$ cat src/rtl/uart_rx_deser_pkg.sv
// Shared UART definitions: receiver FSM encoding, oversample default,
// register map and the majority vote used by the bit sampler.
package uart_rx_deser_pkg;

  typedef enum logic [1:0] {
    ST_IDLE  = 2'd0,
    ST_START = 2'd1,
    ST_DATA  = 2'd2,
    ST_STOP  = 2'd3
  } rx_state_t;

  localparam int OVERSAMPLE_DEFAULT = 16;

  localparam logic [7:0] UART_ADDR_DATA   = 8'h00;
  localparam logic [7:0] UART_ADDR_STATUS = 8'h04;
  localparam logic [7:0] UART_ADDR_DIV    = 8'h08;

  function automatic logic majority3(input logic a, input logic b, input logic c);
    return (a & b) | (a & c) | (b & c);
  endfunction

endpackage

$ cat src/rtl/uart_rx_deser_baud_tick.sv
// Sample-tick generator: one-cycle tick every freq_div+1 clocks.
// Shared with the TX serializer.
module uart_baud_tick #(
  parameter int DIV_WIDTH = 8
) (
  input  logic                 wb_clk,
  input  logic                 reset,
  input  logic [DIV_WIDTH-1:0] freq_div,
  output logic                 tick
);

  logic [DIV_WIDTH-1:0] count;

  assign tick = (count == freq_div);

  // A count above a newly lowered freq_div simply wraps through its max.
  always_ff @(posedge wb_clk) begin
    if (reset) begin
      count <= '0;
    end else if (tick) begin
      count <= '0;
    end else begin
      count <= count + 1'b1;
    end
  end

endmodule

$ cat src/rtl/uart_rx_deser.sv
// UART 8N1 receive front end: synchronizer, oversampling FSM with 2-of-3
// voting, LSB-first shift register and a one-entry valid/ready holding register.
module uart_rx_deser
  import uart_rx_deser_pkg::*;
#(
  parameter int DATA_BITS  = 8,
  parameter int OVERSAMPLE = OVERSAMPLE_DEFAULT,
  parameter int DIV_WIDTH  = 8
) (
  input  logic                 wb_clk,
  input  logic                 reset,
  input  logic [DIV_WIDTH-1:0] freq_div,
  input  logic                 rx_bit,
  output logic [DATA_BITS-1:0] rx_data,
  output logic                 rx_valid,
  input  logic                 rx_ready,
  output logic                 frame_err,
  output logic                 overrun,
  output logic                 busy
);

  localparam int OS_W  = $clog2(OVERSAMPLE);
  localparam int BIT_W = $clog2(DATA_BITS);
  localparam int MID   = OVERSAMPLE / 2;

  localparam logic [OS_W-1:0]  OS_ONE   = OS_W'(1);
  localparam logic [OS_W-1:0]  OS_PRE   = OS_W'(MID - 1);
  localparam logic [OS_W-1:0]  OS_MID   = OS_W'(MID);
  localparam logic [OS_W-1:0]  OS_DEC   = OS_W'(MID + 1);
  localparam logic [OS_W-1:0]  OS_LAST  = OS_W'(OVERSAMPLE - 1);
  localparam logic [BIT_W-1:0] BIT_LAST = BIT_W'(DATA_BITS - 1);

  rx_state_t            state, state_next;
  logic                 tick;
  logic                 rx_meta, rx_s;
  logic [OS_W-1:0]      os_cnt;
  logic [BIT_W-1:0]     bit_idx;
  logic                 armed;
  logic                 samp_a, samp_b;
  logic                 decision;
  logic                 at_dec, at_last;
  logic [DATA_BITS-1:0] shift_reg;
  logic                 deliver_pend;

  uart_baud_tick #(
    .DIV_WIDTH (DIV_WIDTH)
  ) u_baud_tick (
    .wb_clk   (wb_clk),
    .reset    (reset),
    .freq_div (freq_div),
    .tick     (tick)
  );

  assign decision = majority3(samp_a, samp_b, rx_s);
  assign at_dec   = tick && (os_cnt == OS_DEC);
  assign at_last  = tick && (os_cnt == OS_LAST);

  always_ff @(posedge wb_clk) begin
    if (reset) begin
      state <= ST_IDLE;
    end else begin
      state <= state_next;
    end
  end

  always_comb begin
    state_next = state;
    unique case (state)
      ST_IDLE:  if (tick && armed && !rx_s) state_next = ST_START;
      ST_START: begin
        if (at_dec && decision) begin
          state_next = ST_IDLE;
        end else if (at_last) begin
          state_next = ST_DATA;
        end
      end
      ST_DATA:  if (at_last && (bit_idx == BIT_LAST)) state_next = ST_STOP;
      ST_STOP:  if (at_dec) state_next = ST_IDLE;
    endcase
  end

  always_comb begin
    busy = (state != ST_IDLE);
  end

  // After a bad stop bit, armed stays low until the line is seen idle again,
  // so a held break yields a single frame error.
  always_ff @(posedge wb_clk) begin
    if (reset) begin
      rx_meta      <= 1'b1;
      rx_s         <= 1'b1;
      os_cnt       <= '0;
      bit_idx      <= '0;
      armed        <= 1'b1;
      samp_a       <= 1'b0;
      samp_b       <= 1'b0;
      shift_reg    <= '0;
      deliver_pend <= 1'b0;
      frame_err    <= 1'b0;
    end else begin
      rx_meta      <= rx_bit;
      rx_s         <= rx_meta;
      deliver_pend <= 1'b0;
      frame_err    <= 1'b0;
      if (tick) begin
        if (state == ST_IDLE) begin
          if (rx_s) armed <= 1'b1;
          if (armed && !rx_s) os_cnt <= OS_ONE;
          bit_idx <= '0;
        end else begin
          os_cnt <= (os_cnt == OS_LAST) ? '0 : os_cnt + 1'b1;
          if (os_cnt == OS_PRE) samp_a <= rx_s;
          if (os_cnt == OS_MID) samp_b <= rx_s;
        end
        if (state == ST_DATA && os_cnt == OS_DEC) begin
          shift_reg <= {decision, shift_reg[DATA_BITS-1:1]};
        end
        if (state == ST_DATA && os_cnt == OS_LAST) begin
          bit_idx <= bit_idx + 1'b1;
        end
        if (state == ST_STOP && os_cnt == OS_DEC) begin
          if (decision) begin
            deliver_pend <= 1'b1;
          end else begin
            frame_err <= 1'b1;
            armed     <= 1'b0;
          end
        end
      end
    end
  end

  // A consumer taking the old byte in the delivery cycle frees the slot.
  always_ff @(posedge wb_clk) begin
    if (reset) begin
      rx_data  <= '0;
      rx_valid <= 1'b0;
      overrun  <= 1'b0;
    end else begin
      overrun <= 1'b0;
      if (deliver_pend) begin
        if (!rx_valid || rx_ready) begin
          rx_data  <= shift_reg;
          rx_valid <= 1'b1;
        end else begin
          overrun <= 1'b1;
        end
      end else if (rx_valid && rx_ready) begin
        rx_valid <= 1'b0;
      end
    end
  end

endmodule

$ cat config.mk
export PLATFORM = sky130hd
export DESIGN_NAME = uart_rx_deser
export DESIGN_NICKNAME = d
export VERILOG_FILES = /design/src/rtl/uart_rx_deser_pkg.sv /design/src/rtl/uart_rx_deser_baud_tick.sv /design/src/rtl/uart_rx_deser.sv
export SDC_FILE = /design/constraint.sdc
export NUM_CORES = 1
export LEC_CHECK = 0
export CAP_MARGIN = 20
export CORE_MARGIN = 4
export CORE_UTILIZATION = 33
export DETAILED_ROUTE_END_ITERATION = 10
export GPL_TIMING_DRIVEN = 0
export HOLD_SLACK_MARGIN = 0.06
export PLACE_DENSITY = 0.55
export SLEW_MARGIN = 20
export SYNTH_ARGS = -nofsm -noshare
export SYNTH_HDL_FRONTEND = slang
export SYNTH_HIERARCHICAL = 1
export SYNTH_SLANG_ARGS = --single-unit
export TNS_END_PERCENT = 50
$ cat constraint.sdc
create_clock -name wb_clk -period 2.3 [get_ports wb_clk]
set_input_delay 0.46 -clock wb_clk [delete_from_list [all_inputs] [get_ports wb_clk]]
set_output_delay 0.46 -clock wb_clk [all_outputs]
set_load 0.01 [all_outputs]
After elaboration in Yosys (flattened, before gate mapping)
Index checks and enable logic that the tools add are counted.
Cells by class
  multiplexer cells: 21
  bitwise operators: 9
  equality and inequality tests: 15
  reduce and logical (&&, ||, !) cells: 29
  $add $sub $neg: 3
Operators with widths (count)
  equality test 4 bit, second input constant: 3
  two-way mux 4 bit: 3
  logical AND 1 bit: 11
  two-way mux 1 bit: 10
  two-way mux 2 bit: 5
  AND reduction 2 bit: 5
  adder 8 x 1 -> 8 bit, second input constant: 1
  equality test 8 bit: 1
  case mux 2 bit (4 select lines): 1
  two-way mux 3 bit: 2
  inequality test 2 bit, second input constant: 3
  AND reduction 3 bit: 2
  nonzero test 2 bit: 3
  adder 4 x 1 -> 4 bit, second input constant: 1
  equality test 2 bit, second input constant: 2
  equality test 4 x 3 -> 1 bit, second input constant: 1
  inequality test 2 x 1 -> 1 bit, second input constant: 2
  NOT 1 bit: 4
  AND reduction 4 bit: 1
  OR reduction 2 bit: 2
  adder 3 x 1 -> 3 bit, second input constant: 1
  bitwise AND 1 bit: 3
  equality test 3 bit, second input constant: 1
  inequality test 3 bit, second input constant: 1
  other kinds (6): 8
Storage, ports and cells
  output and inout bits: 12
  bits in registers: 42

Depth between registers and ports, before layout
  word-level depth: 6
  gate-level depth with buffers: 8
  gate-level depth less buffers: 7

By module
The synthesis kept the hierarchy.
Modules (own cells, without submodules)
  uart_rx_deser: area each 1388.8 sq um, cells each 147, times used 1, seq. area each 680.7 sq um
  uart_baud_tick: area each 467.9 sq um, cells each 46, times used 1, seq. area each 160.2 sq um

Least setup slack after synthesis
OpenSTA, ideal clock, no wires.
  path kind: in2reg
  from: input port freq_div[3]
  to: register shift_reg[0]
  setup time: 0.128 ns
  slack: 0.075 ns
  arrival: 2.097 ns
  stages: 7
  required time: 2.172 ns
  path through: xor2_1 -> nor4_4 -> and2_1 -> nand4b_1 -> nor2_4 -> mux2i_1 -> nor2_1
On the way
  cells in the longest elaborated chain, start to end: 2
RTL lines
  from (decl): line uart_rx_deser.sv:12  | input logic [DIV_WIDTH-1:0] freq_div,
  equality test 8 bit: line uart_rx_deser_baud_tick.sv:14  | assign tick = (count == freq_div);
  named net tick: line uart_rx_deser.sv:34  | logic tick;
  AND reduction 2 bit (no line)
  to (signal assigned): line uart_rx_deser.sv:116  | shift_reg <= {decision, shift_reg[DATA_BITS-1:1]};
  to (decl): line uart_rx_deser.sv:42  | logic [DATA_BITS-1:0] shift_reg;
The timed path passes the listed nets, and every way through them passes these cells.
A chain may end at the register's enable or synchronous reset.

Worst setup path in the final report
  from: input port freq_div[0]
  to: register shift_reg[5]
Same word-level chain as after synthesis.

==> report_table.html <==
<table>
<tr><th>Metric</th><th>Value</th></tr>
<tr><th colspan="2">CTS</th></tr>
<tr><td>Clock slew at the register clock pins of the worst setup and hold paths</td><td>0.08 ns</td></tr>
<tr><td>Clock tree from TritonCTS</td><td>done</td></tr>
<tr><td>H-tree Lvls</td><td>2</td></tr>
<tr><td>Clock latency on the worst-skew pair</td><td>0.30 ns</td></tr>
<tr><td>Maximum clock insertion buffer count</td><td>2</td></tr>
<tr><td>Number of buffers created by CTS</td><td>5</td></tr>
<tr><td>Number of sinks on the clock net</td><td>42</td></tr>
<tr><td>Cell at the root of the clock tree</td><td>clkbuf_8</td></tr>
<tr><td>Number of buffers inserted for hold repair after clock tree synthesis</td><td>0</td></tr>
<tr><th colspan="2">Floorplan</th></tr>
<tr><td>Count of pins on the block boundary</td><td>24</td></tr>
<tr><td>Die ar.</td><td>6890 µm²</td></tr>
<tr><td>Number of placement rows</td><td>27</td></tr>
<tr><td>Die extent in x</td><td>83.0 µm</td></tr>
<tr><td>Starting density of the core</td><td>33.9%</td></tr>
<tr><td>Die Height</td><td>83.0 µm</td></tr>
<tr><td>CORE AREA</td><td>5470 µm²</td></tr>
<tr><th colspan="2">Setup path</th></tr>
<tr><td>Type of the worst setup path</td><td>input pin to flop</td></tr>
<tr><td>FF-to-FF setup slack</td><td>0.18 ns</td></tr>
<tr><td>Worst R2R Start</td><td>u_baud_tick/count[3]</td></tr>
<tr><td>Critical path capture point type</td><td>flop</td></tr>
<tr><td>Critical Path Source Type</td><td>input pin</td></tr>
<tr><td>Critical path arrival</td><td>2.32 ns</td></tr>
<tr><td>Worst-path fanout max</td><td>8</td></tr>
<tr><td>Required time of the critical path</td><td>2.47 ns</td></tr>
<tr><td>Worst r2r dst</td><td>shift_reg[5]</td></tr>
<tr><td>R2R depth</td><td>9</td></tr>
<tr><td>Startpoint of the worst setup timing path</td><td>freq_div[0]</td></tr>
<tr><th colspan="2">Synthesis</th></tr>
<tr><td>Number of synthesized register bits</td><td>42</td></tr>
<tr><td>Gate count of the mapped netlist</td><td>193</td></tr>
<tr><td>Top flip-flop cell by instance count after synthesis</td><td>dfxtp_1</td></tr>
<tr><td>Number of different library cells in the post-synthesis netlist</td><td>42</td></tr>
<tr><td>Fraction of registers with async set/reset</td><td>0%</td></tr>
<tr><td>Cell taking the most area after synthesis</td><td>dfxtp_1</td></tr>
<tr><td>Yosys Warn Count</td><td>6</td></tr>
<tr><td>Number of enable-type register cells in the synthesized netlist</td><td>0</td></tr>
<tr><td>Cell Area, Synth</td><td>1860 µm²</td></tr>
<tr><td>Synthesized netlist net count</td><td>211</td></tr>
<tr><td>Area fraction of the dominant cell type after synthesis</td><td>45.3%</td></tr>
<tr><td>Mapped Avg Cell Area</td><td>9.62 µm²</td></tr>
<tr><td>Top area cells in the synthesized netlist</td><td>dfxtp_1 (45%), mux2i_1 (9.7%), nor2_1 (6.7%)</td></tr>
<tr><td>Part of the Yosys area used for sequential elements</td><td>45.3%</td></tr>
<tr><th colspan="2">Timing</th></tr>
<tr><td>Final Setup Violations</td><td>0</td></tr>
<tr><td>Final TNS setup</td><td>0 ns</td></tr>
<tr><td>Fin crit period</td><td>2.15 ns</td></tr>
<tr><td>Max Clock Skew</td><td>0.0123 ns</td></tr>
<tr><td>Max Clock Freq</td><td>465 MHz</td></tr>
<tr><td>Least-Margin Pin Slew</td><td>0.579 ns</td></tr>
<tr><td>RSZ-0062 raised after global routing</td><td>no</td></tr>
<tr><td>Final setup slack of the worst path</td><td>0.152 ns</td></tr>
<tr><td>Period utilisation layout</td><td>93.4%</td></tr>
<tr><td>Final hold violations</td><td>0</td></tr>
<tr><td>Relative slew slack</td><td>61.4%</td></tr>
<tr><td>Total count of max-transition violations in the final report</td><td>0</td></tr>
<tr><th colspan="2">Placement</th></tr>
<tr><td>Detailed-placement wirelength estimate</td><td>2600 µm</td></tr>
<tr><td>GPL Wtd Cong</td><td>0.755</td></tr>
<tr><td>Worst setup slack before clock tree synthesis</td><td>-0.760 ns</td></tr>
<tr><td>Dpl cell area</td><td>2170 µm²</td></tr>
<tr><td>Buffers added on ports</td><td>22</td></tr>
<tr><th colspan="2">Route</th></tr>
<tr><td>Via count</td><td>1483</td></tr>
<tr><td>Number of nets with antenna violations after detailed routing</td><td>0</td></tr>
<tr><td>Total wirelength of the detailed-routed design</td><td>3770 µm</td></tr>
<tr><td>Number of remaining DRC errors</td><td>0</td></tr>
<tr><td>Via density</td><td>4.91</td></tr>
<tr><td>Number of detailed-route iterations in the first pass</td><td>4</td></tr>
<tr><td>Detailed-route wire length per cell</td><td>12.5 µm</td></tr>
<tr><td>Detailed router's first-iteration violation count</td><td>75</td></tr>
<tr><th colspan="2">Pwr</th></tr>
<tr><td>Total power</td><td>1.30 mW</td></tr>
<tr><td>Highest ir drop seen on vdd</td><td>0.000365 V</td></tr>
<tr><td>Total power divided by cell area</td><td>544 nW/µm²</td></tr>
<tr><td>Reported leakage power</td><td>0.912 nW</td></tr>
<tr><th colspan="2">GRT</th></tr>
<tr><td>Antenna violations before repair</td><td>0</td></tr>
<tr><td>Total track usage</td><td>12.2%</td></tr>
<tr><td>Pin count of the biggest net entering global routing</td><td>16</td></tr>
<tr><td>Global-route congestion overflow total</td><td>0</td></tr>
<tr><td>Global-route wire length before repair</td><td>6890 µm</td></tr>
<tr><td>Vias in the first global route</td><td>1466</td></tr>
<tr><th colspan="2">Min path</th></tr>
<tr><td>Worst min-delay path class</td><td>flop to flop</td></tr>
<tr><td>Hold-critical path depth</td><td>1</td></tr>
<tr><td>Endpoint of the worst hold-timing path</td><td>rx_s</td></tr>
<tr><td>Hold Path Origin</td><td>rx_meta</td></tr>
<tr><th colspan="2">Run status</th></tr>
<tr><td>Run status</td><td>complete, no violations</td></tr>
<tr><th colspan="2">Cells and area</th></tr>
<tr><td>Post-layout util</td><td>43.6%</td></tr>
<tr><td>Synth-to-Final Area Change</td><td>28.4%</td></tr>
<tr><td>Top library cells by usage in the layout, fill and taps aside</td><td>dfxtp_1 (42), nor2_1 (31), mux2i_1 (18), clkdlybuf4s50_1 (16), inv_1 (8)</td></tr>
<tr><td>Leading cell type in the layout, fill and taps excluded</td><td>dfxtp_1</td></tr>
<tr><td>Total inserted antenna cells</td><td>0</td></tr>
<tr><td>Final-stage net count</td><td>247</td></tr>
<tr><td>Ratio of cells with drive above 1 in the final layout</td><td>14.8%</td></tr>
<tr><td>Post-Layout Inst Area</td><td>2380 µm²</td></tr>
<tr><th colspan="2">Run</th></tr>
<tr><td>Max Cap Violations</td><td>0</td></tr>
</table>
[timing repair]
action                     CTS  global route
setup endpoints to repair   22            17
setup buffers                7             0
gates resized for setup      3            12
pin swaps                    4             5
[synth_stat cells (all sizes together) (2+ instances only)]
master,count
nor4,4
o21ai,7
nand2,7
mux2i,18
nand2b,2
a311oi,2
buf,3
o221ai,2
nor2,34
or3,4
nand3,5
clkbuf,4
a221oi,3
or2,2
nand4,4
xor2,10
ha,6
dfxtp,42
a21oi,5
inv,9
a211oi,6
[worst max-delay path by stage]
stage / cells past startpoint / endpoint / slack [ns]
after floorplan: 7 / shift_reg[0] / 0.07
after global placement: 8 / shift_reg[4] / -0.76
after detailed placement: 8 / shift_reg[5] / -0.76
after CTS: 8 / state[0] / 0.0005
after global routing: 9 / shift_reg[5] / 0.008
final: 9 / shift_reg[5] / 0.15
[cells by family after synthesis]
logic type	Yosys count	synth area share (%)
adders and majority gates	7	4.58
DFF	42	45.3
muxes	19	10.3
AOI/OAI and AO/OA	31	11.7
xor gates and xnor gates	11	5.19
buffers and inverters	16	3.71
and+or+nand+nor	67	19.2
[worst max-delay path: stages]
cell             delay [ns]
clkdlybuf4s50_1        0.42
xor2_1                 0.17
nor4_4                 0.21
and2_4                 0.24
nand4b_1               0.24
nor2_4                 0.20
buf_12                 0.14
mux2i_1                0.19
nor2_1                 0.05
[per-layer routing]
metal  routed length, µm  up-vias  global-route usage, %  part of all wire, %
met5                   0        -                      0                    0
met4                  65        0                   4.46                  1.7
met3                 176        7                   3.67                  4.7
met2                1710       28                   18.7                   45
met1                1820      700                   16.1                   48
li1                    -      748                      -                    -
[power by group]
| group | total, mW | switching, mW | internal (mW) |
|---|---|---|---|
| clock network | 0.487 | 0.270 | 0.217 |
| logic | 0.0709 | 0.0384 | 0.0325 |
| registers | 0.740 | 0.00763 | 0.733 |
[metrics by stage]
stage	hold WS, ns	cells
2_1_floorplan	0.389	193
3_3_place_gp	0.392	287
3_5_place_dp	0.394	287
4_1_cts	0.413	302
5_1_grt	0.445	302
6_report	0.411	302
[final cells by class]
| type | instances | area, µm² |
|---|---|---|
| multi-input combinational | 135 | 992 |
| timing repair buffer | 29 | 300 |
| tap | 72 | 90.1 |
| clock buffer | 5 | 68.8 |
| fill | 562 | 3090 |
| inverter | 9 | 33.8 |
| sequential | 42 | 841 |
| clock inverter | 3 | 23.8 |
| buffer | 7 | 35.0 |
Power figures use the tool's default switching activity.
